==> config.mk <==
export PLATFORM = sky130hd
export DESIGN_NAME = dist_ram_fifo
export DESIGN_NICKNAME = d
export VERILOG_FILES = /design/src/rtl/dist_ram_fifo.sv
export SDC_FILE = /design/constraint.sdc
export NUM_CORES = 1
export LEC_CHECK = 0
export ABC_CLOCK_PERIOD_IN_PS = 6900
export BUFFER_PORTS_ARGS = -buffer_cell sky130_fd_sc_hd__buf_4
export CAP_MARGIN = 0
export CORE_ASPECT_RATIO = 0.75
export CORE_MARGIN = 2
export CORE_UTILIZATION = 40
export CTS_CLUSTER_DIAMETER = 100
export CTS_CLUSTER_SIZE = 28
export DETAILED_ROUTE_END_ITERATION = 6
export GPL_TIMING_DRIVEN = 0
export PLACE_DENSITY = 0.65
export REMOVE_ABC_BUFFERS = 1
export SYNTH_ARGS = -nofsm -noshare
export SYNTH_HDL_FRONTEND = slang
export SYNTH_SLANG_ARGS = --single-unit
export TNS_END_PERCENT = 100
==> constraint.sdc <==
create_clock -name clk -period 6.9 [get_ports clk]
set_input_delay 1.38 -clock clk [delete_from_list [all_inputs] [get_ports clk]]
set_output_delay 1.38 -clock clk [all_outputs]
set_load 0.01 [all_outputs]
==> src/rtl/dist_ram_fifo.sv <==
// Parametrised first-word-fall-through FIFO on distributed (shadow) RAM.
// Flags and occupancy derive only from registered pointers and count; sticky overflow/underflow flags are kept until rst.
module dist_ram_fifo #(
  parameter int WIDTH     = 32,
  parameter int ADDR_W    = 3,
  parameter int AFULL_LVL = 6
) (
  input  logic              clk,
  input  logic              rst,
  input  logic              wr_en,
  input  logic [WIDTH-1:0]  din,
  input  logic              rd_en,
  output logic [WIDTH-1:0]  dout,
  output logic              empty,
  output logic              full,
  output logic              almost_full,
  output logic [ADDR_W:0]   count,
  output logic              overflow,
  output logic              underflow
);

  localparam int DEPTH = 1 << ADDR_W;
  localparam logic [ADDR_W:0] AFULL_THR = AFULL_LVL[ADDR_W:0];

  logic [WIDTH-1:0] mem [DEPTH];

  logic [ADDR_W:0] wr_ptr;
  logic [ADDR_W:0] rd_ptr;
  logic [ADDR_W:0] count_q;
  logic            overflow_q;
  logic            underflow_q;

  logic            wr_acc;
  logic            rd_acc;

  // Flags come from the registered pointers only; the MSB breaks the full/empty tie.
  always_comb begin
    empty       = (wr_ptr == rd_ptr);
    full        = (wr_ptr[ADDR_W-1:0] == rd_ptr[ADDR_W-1:0]) &&
                  (wr_ptr[ADDR_W] != rd_ptr[ADDR_W]);
    almost_full = (count_q >= AFULL_THR);
    wr_acc      = wr_en & ~full;
    rd_acc      = rd_en & ~empty;
  end

  // Storage: synchronous write, asynchronous read, contents never reset.
  always_ff @(posedge clk) begin
    if (wr_acc && !rst) begin
      mem[wr_ptr[ADDR_W-1:0]] <= din;
    end
  end

  assign dout = mem[rd_ptr[ADDR_W-1:0]];

  // Control: pointers, occupancy and sticky error flags.
  always_ff @(posedge clk) begin
    if (rst) begin
      wr_ptr      <= '0;
      rd_ptr      <= '0;
      count_q     <= '0;
      overflow_q  <= 1'b0;
      underflow_q <= 1'b0;
    end else begin
      if (wr_acc) begin
        wr_ptr <= wr_ptr + 1'b1;
      end
      if (rd_acc) begin
        rd_ptr <= rd_ptr + 1'b1;
      end
      case ({wr_acc, rd_acc})
        2'b10:   count_q <= count_q + 1'b1;
        2'b01:   count_q <= count_q - 1'b1;
        default: count_q <= count_q;
      endcase
      if (wr_en && full) begin
        overflow_q <= 1'b1;
      end
      if (rd_en && empty) begin
        underflow_q <= 1'b1;
      end
    end
  end

  assign count     = count_q;
  assign overflow  = overflow_q;
  assign underflow = underflow_q;

endmodule

Word level (Yosys, flattened, before mapping)

Memories as Yosys holds them, arrays and structs flattened. A register that Yosys moved wholly into a read port is not among the register bits.
Cells that the tools add are included.

Bits in registers: 14
RAM bits: 256
Input port bits: 36
Memories kept: 1

$add $sub $neg: 4
Order comparisons: 1
Equal/unequal tests: 5
Multiplexer cells: 5
Bitwise gates (word level): 4
Reductions and logical operators: 6

Memories:

| memory | depth | bits a word | read ports | clocked after Yosys merged registers in | write ports | RTL line | source |
|---|---|---|---|---|---|---|---|
| mem    | 8     | 32          | 1          | 1                                       | 1           | 25       | `logic [WIDTH-1:0] mem [DEPTH];` |

Operator list:

| cell                | number |
|---|---|
| $add 4x1->4 const B | 3 |
| $pmux 4 s2          | 1 |
| $mux 3              | 2 |
| $eq 4x4->1          | 1 |
| $ge 4x3->1 const B  | 1 |
| $logic_and 1x1->1   | 4 |
| $sub 4x1->4 const B | 1 |
| $eq 3x3->1          | 1 |
| $and 1x1->1         | 2 |
| $eq 2x1->1 const B  | 1 |
| $eq 2x2->1 const B  | 1 |
| $mux 1              | 2 |
| $not 1->1           | 2 |
| $reduce_bool 2->1   | 1 |
| $logic_not 1->1     | 1 |
| $ne 1x1->1          | 1 |

Depth between registers and ports, before layout

Gate-level depths: netlist (run 1).

Word-level depth: 7
Gate-level depth with buffers: 11
Gate-level depth less buffers: 10

Least setup slack after synthesis (run 1)

Ideal clock, no wire load.

Path type: input to register
From: input rst
To: memory mem[5][0] (enable)
Library setup time: 0.502 ns
Arrival: 4.799 ns
Setup slack: 1.599 ns
Cell stages on the path: 3
Buffers on the path: 1
Cell sequence: clkbuf_1 -> nand2b_1 -> nor4_1

Word-level cells in the longest chain between the ends: 4

RTL lines:

| item                         | RTL line | source |
|---|---|---|
| from (decl)                  | 9        | `input logic rst,` |
| $logic_not 1->1              | 48       | `if (wr_acc && !rst) begin` |
| $logic_and 1x1->1            | 48       |  |
| $mux 1                       | 48       |  |
| $mux 1 (implied by the code) | 49       | `mem[wr_ptr[ADDR_W-1:0]] <= din;` |
| to (decl)                    | 25       |  |

No other way between the ends.

==> results.py, run 1 <==
metrics = {
    "run": {
        "max-cap-violations": 0,
    },
    "routing": {
        "dr.pass1.iters": 4,
        "wl_um": 20200,
        "drcViolationCount": 0,
        "num_vias": 4877,
        "postRouteAntennaNets": 0,
        "drt-wirelength-per-cell_um": 21.8,
        "vias_per_cell": 5.27,
        "drt_iter0_markers": 347,
    },
    "global_route": {
        "grt_usage": 0.149,
        "antenna_found_initial": 0,
        "first_global_vias": 5230,
        "grt_pass1_wl_um": 30700,
        "grt_max_degree": 62,
        "grt_overflow": 0,
    },
    "logic_synthesis": {
        "yosys_warnings": 0,
        "ys_seq_area_frac": 0.763,
        "synthCells": 475,
        "syn_area_um2": 10500,
        "synthDistinctLibCells": 33,
        "post_synth.cell_area_avg_um2": 22.2,
        "ys_ff_latch": 273,
    },
    "setup_path": {
        "timing.rr.end": "mem[2][27]",
        "rr_startpoint": "wr_ptr[1]",
        "reg2reg_slack_ns": 3.96,
        "crit_type": "reg -> out",
        "cp.required_ns": 5.52,
        "start_kind": "flip-flop",
        "end_kind": "output pin",
        "cp.arrival_ns": 2.68,
        "cp-endpoint": "dout[22]",
        "cp_max_fo": 35,
        "worstRegToRegCells": 6,
    },
    "power": {
        "leakagePower_nw": 3.91,
        "intPower_w": 0.00251,
        "ir_drop_mv": 0.191,
        "powerDensity_nw_per_um2": 267,
        "swShare": 0.231,
        "switchingPower_w": 0.000754,
        "seqPwrFrac": 0.583,
        "p_total_w": 0.00326,
        "clkPwrFrac": 0.253,
        "p_comb_frac": 0.165,
    },
    "final_layout": {
        "fin_nets": 619,
        "fin_area_um2": 12200,
        "multi_input_area_um2": 2440,
        "diodes": 0,
        "mostFrequentLayoutCells": "256 x edfxtp_1, 85 x buf_4, 64 x mux4_2, 33 x mux2_2, 20 x buf_6",
        "final_common_cell": "edfxtp_1",
        "fillers": 2134,
        "drive_gt1_frac": 0.414,
        "seqCellArea_um2": 8040,
        "area_growth_pct": 16.4,
    },
    "cts": {
        "cts-root-buf": "clkbuf_16",
        "cts.sinks": 273,
        "cts_resized": 0,
        "worstSkewPairLatency_ns": 0.48,
        "numCtsBuffers": 13,
        "cts_max_path_buffers": 3,
        "path_clk_slew_ns": 0.10,
        "cts_hold_buf": 0,
        "cts_tree": "done",
        "htreeDepth": 1,
        "cts_setup_buffers": 0,
    },
    "floorplanning": {
        "die_h_um": 144,
        "dieArea_um2": 27600,
        "num_rows": 51,
        "core_um2": 25900,
        "io_pins": 77,
        "initial_core_util": 0.406,
        "die_w_um": 191,
    },
    "placement": {
        "portBuffers": 76,
        "routabilityCongestion": 0.674,
        "placed_cell_area_um2": 11900,
        "dp_hpwl_um": 13500,
    },
    "timing": {
        "tightest_slew_ns": 1.01,
        "drv_slew": 0,
        "max_freq_mhz": 246,
        "fin_crit_sh": 0.589,
        "hold_violations": 0,
        "clock_skew_ns": 0.0229,
        "rsz0062_at_grt": "no",
        "finalSetupViolCount": 0,
        "tns_ns": 0,
        "min_period_ns": 4.06,
        "maxSlewHeadroom": 0.318,
    },
    "min_path": {
        "hp-class": "reg -> reg",
    },
    "run_status": {
        "status": "complete, no violations",
    },
}
[per-stage QoR]
stage          setup slack, ns  instances  hold slack [ns]  utilization
2_1_floorplan             1.78        453            0.492            -
3_3_place_gp             -1.62        873            0.450        0.441
3_5_place_dp              3.31        907            0.459        0.459
4_1_cts                   2.75        926            0.483        0.473
5_1_grt                   2.67        926            0.532        0.473
6_report                  2.84        926            0.479        0.473
[worst max-delay path, cell delays in order (launching register included)]
cell	delay (ns)
dfxtp_4	0.80
buf_16	0.34
mux4_2	0.55
mux2_2	0.32
buf_4	0.15
[worst min-delay path by stage]
stage | cells past startpoint | slack, ns | from | endpoint
finish | 2 | 0.48 | underflow | underflow
global route | 2 | 0.53 | underflow | underflow
CTS | 2 | 0.48 | underflow | underflow
detailed placement | 2 | 0.46 | underflow | underflow
global placement | 2 | 0.45 | underflow | underflow
floorplan | 2 | 0.49 | rd_ptr[3] | rd_ptr[3]
[registers in the layout, indices dropped and copies added (netlist names), named ones only]
register   count
overflow       1
wr_ptr         4
underflow      1
mem          256
rd_ptr         4
count          4
[cell families after synthesis]
group | synth area share
compound gates | 0.0111
xor+xnor | 0.0105
fa+ha+maj | 0.00594
buf+inv | 0.00999
flops | 0.763
mux | 0.175
simple gates | 0.0246
[cells in the mapped netlist, drive strengths merged]
cell / number / area share
edfxtp: 256 / 0.73
mux4: 64 / 0.14
mux2: 33 / 0.035
dfxtp: 17 / 0.032
nor2: 13 / 0.0046
clkbuf: 12 / 0.0043
buf: 10 / 0.0046
xor2: 9 / 0.0096
a21oi: 7 / 0.0033
nand2: 7 / 0.0025
or3: 7 / 0.0046
ha: 5 / 0.0059
nor3: 5 / 0.0024
nor4: 4 / 0.0038
o21ai: 4 / 0.0019
inv: 3 / 0.0011
mux2i: 3 / 0.0029
a31oi: 2 / 0.0012
nand2b: 2 / 0.0012
nand4: 2 / 0.0012
o41ai: 2 / 0.0031
a21o: 1 / 0.00071
nand3b: 1 / 0.00071
nand4b: 1 / 0.00083
nand4bb: 1 / 0.0011
nor2b: 1 / 0.00059
o22a: 1 / 0.00083
or3b: 1 / 0.0011
xnor2: 1 / 0.00083
[final cells by class]
cell class,instances,area share
sequential,273,0.656
multi-input combinational,177,0.199
timing repair buffer,110,0.0795
tap,344,0.0351
clock buffer,17,0.0278
clock inverter,2,0.00143
inverter,3,0.000920
[per-layer routing]
layer	share of wire	global-route usage	vias up	routed length, um
li1	-	-	2166	-
met1	0.43	0.192	2608	8690
met2	0.52	0.267	84	10500
met3	0.035	0.0267	19	714
met4	0.015	0.0296	0	295
met5	0	0	-	0
[power groups by stage]
stage	Combinational [W]	Clock [W]	Sequential, W
floorplan	0.000317	0	0.00196
global placement	0.000495	0	0.00199
detailed placement	0.000546	0	0.00194
CTS	0.000549	0.000853	0.00190
global route	0.000582	0.000910	0.00191
finish	0.000538	0.000825	0.00190
No activity file was read; power rests on OpenSTA's default activity.
==> inputs of run 2 (changes only) <==
ABC_CLOCK_PERIOD_IN_PS = 3500   (was 6900)
PLACE_DENSITY = 0.67   (was 0.65)
clock period = 3.5 ns   (was 6.9 ns; I/O delays follow)
==> results.py, run 2 (synthesized netlist as in run 1, its figures left out) <==
metrics = {
    "power": {
        "powerDensity_nw_per_um2": 525,
        "ir_drop_mv": 0.385,
        "leakagePower_nw": 3.91,
    },
    "cts": {
        "path_clk_slew_ns": 0.10,
        "numCtsBuffers": 13,
        "htreeDepth": 1,
        "cts_setup_buffers": 0,
        "cts_max_path_buffers": 3,
        "cts.sinks": 273,
        "cts_hold_buf": 0,
        "cts_resized": 0,
        "cts-root-buf": "clkbuf_16",
        "cts_tree": "done",
        "worstSkewPairLatency_ns": 0.48,
    },
    "final_layout": {
        "largest_reg_flops": 256,
        "area_growth_pct": 16.4,
        "final_common_cell": "edfxtp_1",
        "seqCellArea_um2": 8040,
        "fillers": 2129,
        "fin_nets": 620,
        "multi_input_area_um2": 2440,
        "drive_gt1_frac": 0.414,
        "mostFrequentLayoutCells": "256 x edfxtp_1, 86 x buf_4, 64 x mux4_2, 33 x mux2_2, 19 x buf_6",
        "fin_area_um2": 12300,
        "diodes": 0,
        "utilization": 0.473,
    },
    "setup_path": {
        "crit_chain": "buf_16 > mux4_2 > mux2_2 > buf_4",
        "end_kind": "output pin",
        "crit_type": "reg -> out",
        "rr_startpoint": "wr_ptr[0]",
        "cp.required_ns": 2.80,
        "cpMaxStageDelayCell": "dfxtp_4",
        "cp.arrival_ns": 2.44,
        "start_kind": "flip-flop",
        "max_stage_delay_ns": 0.66,
        "cp_max_fo": 28,
    },
    "global_route": {
        "grt_usage": 0.149,
        "grt_overflow": 0,
        "first_global_vias": 5100,
        "grt_pass1_wl_um": 30600,
        "antenna_found_initial": 0,
        "grt_max_degree": 65,
    },
    "timing": {
        "hold_slack_ns": 0.445,
        "finalSetupViolCount": 0,
        "hold_violations": 0,
        "maxSlewHeadroom": 0.318,
        "clock_skew_ns": 0.0177,
        "min_period_ns": 3.14,
        "rsz0062_at_grt": "no",
        "setup_ws_ns": 0.356,
        "tightest_slew_ns": 1.01,
        "drv_slew": 0,
        "tns_ns": 0,
        "fin_crit_sh": 0.898,
        "max_freq_mhz": 318,
    },
    "floorplanning": {
        "core_um2": 25900,
        "dieArea_um2": 27600,
        "io_pins": 77,
        "num_rows": 51,
        "initial_core_util": 0.406,
        "die_h_um": 144,
        "die_w_um": 191,
    },
    "routing": {
        "wl_um": 20200,
        "num_vias": 4835,
        "vias_per_cell": 5.22,
        "postRouteAntennaNets": 0,
        "dr.pass1.iters": 4,
        "drt-wirelength-per-cell_um": 21.8,
        "drcViolationCount": 0,
        "drt_iter0_markers": 467,
    },
    "placement": {
        "portBuffers": 76,
        "placed_cell_area_um2": 11900,
        "dp_hpwl_um": 13400,
        "routabilityCongestion": 0.663,
        "pre_cts_ws_ns": 0.416,
    },
    "run_status": {
        "status": "complete, no violations",
    },
    "min_path": {
        "hp-class": "in -> reg",
        "worstHoldStart": "din[5]",
    },
    "run": {
        "max-cap-violations": 0,
    },
}
-- run 2: where the power goes --
group	leakage (nW)	internal, W	switching, W
clock network	0.165	0.000691	0.000922
registers	2.45	0.00364	0.0000937
logic	1.29	0.000622	0.000469
-- run 2: layer usage --
metal  share of wire  GRT usage  up-vias
met1            0.44      0.198     2577
met3           0.031     0.0218       17
met5               0          0        -
met4           0.015     0.0287        0
li1                -          -     2160
met2            0.51      0.264       81
-- run 2: worst paths after layout --
kind              slack [ns]   endpoint  depth (start not counted)
setup / recovery        0.36    dout[0]                          4
hold / removal          0.45  mem[3][5]                          1
setup reg to reg        0.45  mem[2][1]                          7
hold reg to reg         0.49  underflow                          2
-- run 2: final cells by class --
class / instances / area share
Sequential cell: 273 / 0.656
Multi-Input combinational cell: 177 / 0.199
Timing Repair Buffer: 111 / 0.0808
Tap cell: 344 / 0.0351
Clock buffer: 16 / 0.0275
Clock inverter: 2 / 0.000919
Inverter: 3 / 0.000919
-- run 2: metrics by stage --
stage | power, W | std cells
after detailed placement | 0.00490 | 907
after global routing | 0.00670 | 926
final | 0.00643 | 926
after CTS | 0.00649 | 925
after global placement | 0.00489 | 873
after floorplan | 0.00450 | 453
-- run 2: worst max-delay path: cells and delay by family, from the launching register on --
| kind | cells | cell delay [ns] |
|---|---|---|
| mux | 2 | 0.83 |
| buf+inv | 2 | 0.43 |
| flops | 1 | 0.66 |
